==> config.mk <==
export PLATFORM = sky130hd
export DESIGN_NAME = mdu_ctrl
export DESIGN_NICKNAME = d
export VERILOG_FILES = /design/src/rtl/mdu_ctrl_pkg.sv /design/src/rtl/mdu_iter_core.sv /design/src/rtl/mdu_ctrl.sv
export SDC_FILE = /design/constraint.sdc
export NUM_CORES = 1
export LEC_CHECK = 0
export ABC_AREA = 1
export BUFFER_PORTS_ARGS = -buffer_cell sky130_fd_sc_hd__buf_2
export CAP_MARGIN = 10
export CORE_MARGIN = 2
export CORE_UTILIZATION = 45
export DETAILED_ROUTE_END_ITERATION = 6
export PLACE_DENSITY = 0.64
export SETUP_SLACK_MARGIN = 0.4
export SYNTH_ARGS = -nofsm -noshare
export SYNTH_HDL_FRONTEND = slang
export SYNTH_SLANG_ARGS = --single-unit
==> constraint.sdc <==
create_clock -name clk -period 2.4 [get_ports clk]
set_input_delay 0.24 -clock clk [delete_from_list [all_inputs] [get_ports clk]]
set_output_delay 0.24 -clock clk [all_outputs]
set_load 0.005 [all_outputs]
==> src/rtl/mdu_ctrl_pkg.sv <==
// mdu_ctrl_pkg: shared op/state encodings and default widths for the multiply/divide unit.
package mdu_ctrl_pkg;

    localparam int MDU_DW    = 32;
    localparam int MDU_CNT_W = 6;

    typedef enum logic [1:0] {
        MDU_MULT  = 2'b00,
        MDU_MULTU = 2'b01,
        MDU_DIV   = 2'b10,
        MDU_DIVU  = 2'b11
    } mdu_op_e;

    typedef enum logic [1:0] {
        S_IDLE = 2'b00,
        S_CALC = 2'b01,
        S_SIGN = 2'b10
    } mdu_state_e;

endpackage

==> src/rtl/mdu_iter_core.sv <==
// mdu_iter_core: one radix-2 shift-add (multiply) or restoring shift-subtract (divide) step.
module mdu_iter_core
    import mdu_ctrl_pkg::*;
#(
    parameter int DW = MDU_DW
) (
    input  logic [2*DW-1:0] acc,
    input  logic [DW-1:0]   opnd,
    input  logic            is_div,
    output logic [2*DW-1:0] acc_nxt
);

    logic [DW:0]   sum;
    logic [DW:0]   shl;
    logic          ge;
    logic [DW-1:0] sub;

    // Divide layout is {remainder, quotient}; the remainder never reaches the divisor, so DW bits suffice.
    always_comb begin
        sum     = {1'b0, acc[2*DW-1:DW]} + {1'b0, (acc[0] ? opnd : '0)};
        shl     = acc[2*DW-1:DW-1];
        ge      = shl >= {1'b0, opnd};
        sub     = shl[DW-1:0] - opnd;
        acc_nxt = is_div ? (ge ? {sub, acc[DW-2:0], 1'b1} : {shl[DW-1:0], acc[DW-2:0], 1'b0})
                         : {sum, acc[DW-1:1]};
    end

endmodule

==> src/rtl/mdu_ctrl.sv <==
// mdu_ctrl: iterative MULT/MULTU/DIV/DIVU sequencer owning the architectural HI/LO registers.
module mdu_ctrl
    import mdu_ctrl_pkg::*;
#(
    parameter int            DW      = MDU_DW,
    parameter int            CNT_W   = MDU_CNT_W,
    parameter logic [DW-1:0] DIV0_LO = '1
) (
    input  logic          clk,
    input  logic          rst,
    input  logic          start,
    input  logic [1:0]    op,
    input  logic [DW-1:0] src_a,
    input  logic [DW-1:0] src_b,
    input  logic          flush,
    input  logic          hi_we,
    input  logic          lo_we,
    input  logic [DW-1:0] wdata,
    output logic          busy,
    output logic          done,
    output logic [DW-1:0] hi,
    output logic [DW-1:0] lo
);

    mdu_state_e      state_q, state_d;
    logic [CNT_W-1:0] count_q, count_d;
    logic [2*DW-1:0] acc_q, acc_d, step_acc;
    logic [DW-1:0]   opnd_q, opnd_d;
    logic            div_q, div_d;
    logic            negp_q, negp_d;
    logic            negr_q, negr_d;
    logic            div0_q, div0_d;
    logic            done_q, done_d;
    logic [DW-1:0]   hi_q, hi_d, lo_q, lo_d;
    logic            issue, commit, sa, sb;
    logic [DW-1:0]   mag_a, mag_b, quo, rem;
    logic [2*DW-1:0] prod;

    mdu_iter_core #(.DW(DW)) u_core (
        .acc    (acc_q),
        .opnd   (opnd_q),
        .is_div (div_q),
        .acc_nxt(step_acc)
    );

    always_ff @(posedge clk) begin
        if (rst) state_q <= S_IDLE;
        else     state_q <= state_d;
    end

    always_comb begin
        state_d = flush ? S_IDLE
                : state_q == S_IDLE ? (start ? S_CALC : S_IDLE)
                : state_q == S_CALC ? (count_q == CNT_W'(1) ? S_SIGN : S_CALC)
                : S_IDLE;
    end

    always_comb begin
        busy = (state_q != S_IDLE) | (start & ~flush);
    end

    always_comb begin
        issue   = start & (state_q == S_IDLE) & ~flush;
        commit  = (state_q == S_SIGN) & ~flush;
        sa      = ~op[0] & src_a[DW-1];
        sb      = ~op[0] & src_b[DW-1];
        mag_a   = sa ? -src_a : src_a;
        mag_b   = sb ? -src_b : src_b;
        count_d = issue ? CNT_W'(DW) : state_q == S_CALC ? count_q - CNT_W'(1) : count_q;
        acc_d   = issue ? {{DW{1'b0}}, (op[1] ? mag_a : mag_b)} : state_q == S_CALC ? step_acc : acc_q;
        opnd_d  = issue ? (op[1] ? mag_b : mag_a) : opnd_q;
        div_d   = issue ? op[1] : div_q;
        negp_d  = issue ? sa ^ sb : negp_q;
        negr_d  = issue ? sa : negr_q;
        div0_d  = issue ? op[1] & (src_b == '0) : div0_q;
        // A zero divisor leaves |src_a| as remainder, so the normal remainder sign fix restores raw src_a.
        prod    = negp_q ? -acc_q : acc_q;
        quo     = div0_q ? DIV0_LO : negp_q ? -acc_q[DW-1:0] : acc_q[DW-1:0];
        rem     = negr_q ? -acc_q[2*DW-1:DW] : acc_q[2*DW-1:DW];
        hi_d    = commit ? (div_q ? rem : prod[2*DW-1:DW]) : hi_we ? wdata : hi_q;
        lo_d    = commit ? (div_q ? quo : prod[DW-1:0]) : lo_we ? wdata : lo_q;
        done_d  = commit;
    end

    always_ff @(posedge clk) begin
        if (rst) begin
            count_q <= '0;
            acc_q   <= '0;
            opnd_q  <= '0;
            div_q   <= 1'b0;
            negp_q  <= 1'b0;
            negr_q  <= 1'b0;
            div0_q  <= 1'b0;
            hi_q    <= '0;
            lo_q    <= '0;
            done_q  <= 1'b0;
        end else begin
            count_q <= count_d;
            acc_q   <= acc_d;
            opnd_q  <= opnd_d;
            div_q   <= div_d;
            negp_q  <= negp_d;
            negr_q  <= negr_d;
            div0_q  <= div0_d;
            hi_q    <= hi_d;
            lo_q    <= lo_d;
            done_q  <= done_d;
        end
    end

    assign done = done_q;
    assign hi   = hi_q;
    assign lo   = lo_q;

endmodule

==> impl_metrics.toml <==
[synth]
synth-edff-count = 0
async_flop_share_pct = 0
yosys_warnings = 0
yosysMostFrequentCell = "nand2_1"
synth_top_cells_by_area = "nand2_1 21%, dfxtp_1 19%, inv_1 9.9%"
ys_types = 55
synth_top_area_share_pct = 20.9
synth_nets = 3393
synth_top_family_by_area = "simple AND/OR/NAND/NOR gates"
seq_area_frac_synth_pct = 19.3
synthAdderAreaFrac_pct = 5.10
syn_area_mm2 = 0.0180
synth_area_leader_cell = "nand2_1"
synth_xor_xnor_area_share_pct = 3.27
synth-compound-area-share_pct = 17.2
yosys-mux-area-fraction_pct = 0
synthSimpleGateAreaFrac_pct = 42.0
synth.avg_cell_area_um2 = 5.58
ys_seq_elements = 173
synthFlopType = "dfxtp_1"
synthTopCellsByCount = "1001 x nand2_1, 475 x inv_1, 295 x nand3_1"
syn_inst = 3217

[clock_tree]
cts.sinks = 173
cts.reportedPaths.clkPinSlew_ns = 0.08
cts_buffer_depth = 2
postCtsHoldBufs = 0
root_buffer = "clkbuf_16"
cts_tree = "yes"
clkLatencyLatePin_ns = 0.50
cts_buffers = 17
ctsHtreeMaxLevel = 4

[critical_path]
worstPathRequired_ns = 2.80
r2r-end = "acc_q[62]"
cp.depth = 15
worst-path-buf-inv = 4
rr_worst_depth = 15
crit_top_cell = "nand3_1"
crit_family = "simple AND/OR/NAND/NOR gates"
crit_path_max_fanout = 6
rr_startpoint = "acc_q[0]"
cp-startpoint = "acc_q[0]"
critPathCapture = "acc_q[62]"
start_kind = "register"
cpPeakStageDelay_ns = 0.43
crit_type = "reg2reg"
cp_cell_sequence = "buf_4 > buf_16 > nand2_2 > inv_2 > ha_4 > a21oi_4 > o21ai_2 > a21oi_4 > nor2_4 > nor2_2 > nand3_1 > nand3_1 > nand3_1 > nand2_1 > inv_1"
critPathSlowestCell = "dfxtp_4"
cp.arrival_ns = 2.75
worstSetupEndpointType = "register"
rrSetupSlack_ns = 0.05

[floorplanning]
pin_count = 170
die_h_um = 204
initial_core_util_pct = 45.4
rows = 73
die_area_mm2 = 0.0415
coreArea_mm2 = 0.0395
fp.dieW_um = 204

[global_route]
antenna_found_initial = 2
grt_usage_pct = 40.2
grt_max_degree = 111
grt_remaining_overflow = 0
grt_pass1_wl_um = 126000
grt_pass1_vias = 21200

[timing]
fin_crit_sh_pct = 97.9
slew_headroom_pct = 46.4
clock-skew-final_ns = 0.0129
fmax_ghz = 0.426
fin_crit_ns = 2.35
finalHoldViolCount = 0
postLayoutSetupSlackWorst_ns = 0.0512
tightest_slew_ns = 0.795
setup_viol = 0
rsz0062_at_grt = "true"
drv_slew = 0

[final_layout]
finalNetCount = 3784
synthToLayoutAreaGrowth_pct = 43.2
final_area_mm2 = 0.0257
drive_gt1_share_pct = 33.6

[placement]
gp_congestion = 1.09
dp_slack_ns = -0.453
dpl.hpwl_um = 67500
port-buffer-count = 169
dpl_cell_area_mm2 = 0.0210

[outcome]
status = "finished, final reports clean"

[flow_run]
maxCapViolations = 0

[power_and_ir_drop]
p_leak_nw = 12.7
power_mw = 12.1
ir_drop_mv = 0.603
p_per_area_mw_per_mm2 = 469

[route]
wl_per_cell_um = 21.5
drc = 0
drt-total-wl_um = 89200
drt_iter0_drc = 3035
ant_nets = 0
drt-vias-per-instance = 5.80
dr.pass1.iters = 6
vias = 24000

[hold_path]
hold_path.class = "in2reg"
## state kept, by name, summed over array words and instances (netlist names)
name     flops
negr_q       1
div_q        1
div0_q       1
negp_q       1
lo          32
count_q      6
opnd_q      32
acc_q       64
state_q      2
done         1
hi          32
## area by class of cell
cell class | instances | area [um^2]
Timing Repair inverter | 1 | 7.51
Timing Repair Buffer | 489 | 3800
Clock inverter | 14 | 200
Tap cell | 525 | 657
Multi-Input combinational cell | 2437 | 15100
Sequential cell | 173 | 3590
Fill cell | 3682 | 13800
Antenna cell | 1 | 2.50
Clock buffer | 18 | 429
Inverter | 489 | 1880
## layout by cell type (no fill, tap or decap), drive strengths merged, types with 3 or more instances in the layout
cell,n
xnor2,21
o31ai,4
nor3,50
clkinvlp,3
nor4,12
clkinv,7
clkbuf,24
nand2,1022
nand3b,10
o21a,3
a21o,6
nand3,312
a22oi,10
nand4,42
o21bai,7
inv,492
a21oi,168
or2,13
nor2,278
a221oi,5
buf,483
o21ai,250
o211ai,44
xor2,46
and2,6
dfxtp,173
ha,70
a31oi,48
## logic make-up (layout without fill, tap and decap cells)
kind of cell    Yosys count  count (layout)
buf+inv                 609            1011
simple gates           1744            1746
flops                   173             173
fa+ha+maj                72              72
xor+xnor                 67              67
compound gates          552             552
other cells               0               1
## stage by stage
stage,instances,setup TNS (ns),utilization (%),hold WS [ns]
after floorplan,3217,0,-,0.318
after global placement,4005,-11.15,53.0,0.462
after detailed placement,4005,-10.63,53.0,0.479
after CTS,4072,0,58.9,0.0115
after global routing,4146,-0.208,65.0,0.0421
final,4147,0,65.0,0.0263
## where the power goes
group	switching [mW]	internal [mW]
Sequential	0.197	3.04
Clock	1.48	1.60
Combinational	3.55	2.19
## how the worst min path moves through the flow
stage,cells past startpoint,to,from
after floorplan,1,state_q[1],flush
after global placement,2,count_q[5],count_q[5]
after detailed placement,2,lo[5],lo[5]
after CTS,2,state_q[0],flush
after global routing,2,state_q[1],flush
final,2,state_q[0],flush
## routing by layer
| layer | vias up | GRT usage, % | share of wire [%] |
|---|---|---|---|
| li1 | 11200 | - | - |
| met2 | 1500 | 61.6 | 43 |
| met4 | 0 | 23.4 | 6.1 |
| met5 | - | 0 | 0 |
| met3 | 292 | 6.94 | 10 |
| met1 | 11000 | 52.9 | 40 |
## repair_timing
action / CTS / global route
buffers inserted: 30 / 67
cloned: 5 / 7
pin swaps: 59 / 152
gates resized for setup: 337 / 500
setup endpoints to repair: 95 / 124
Note: power is estimated with default switching activity, not from simulation.
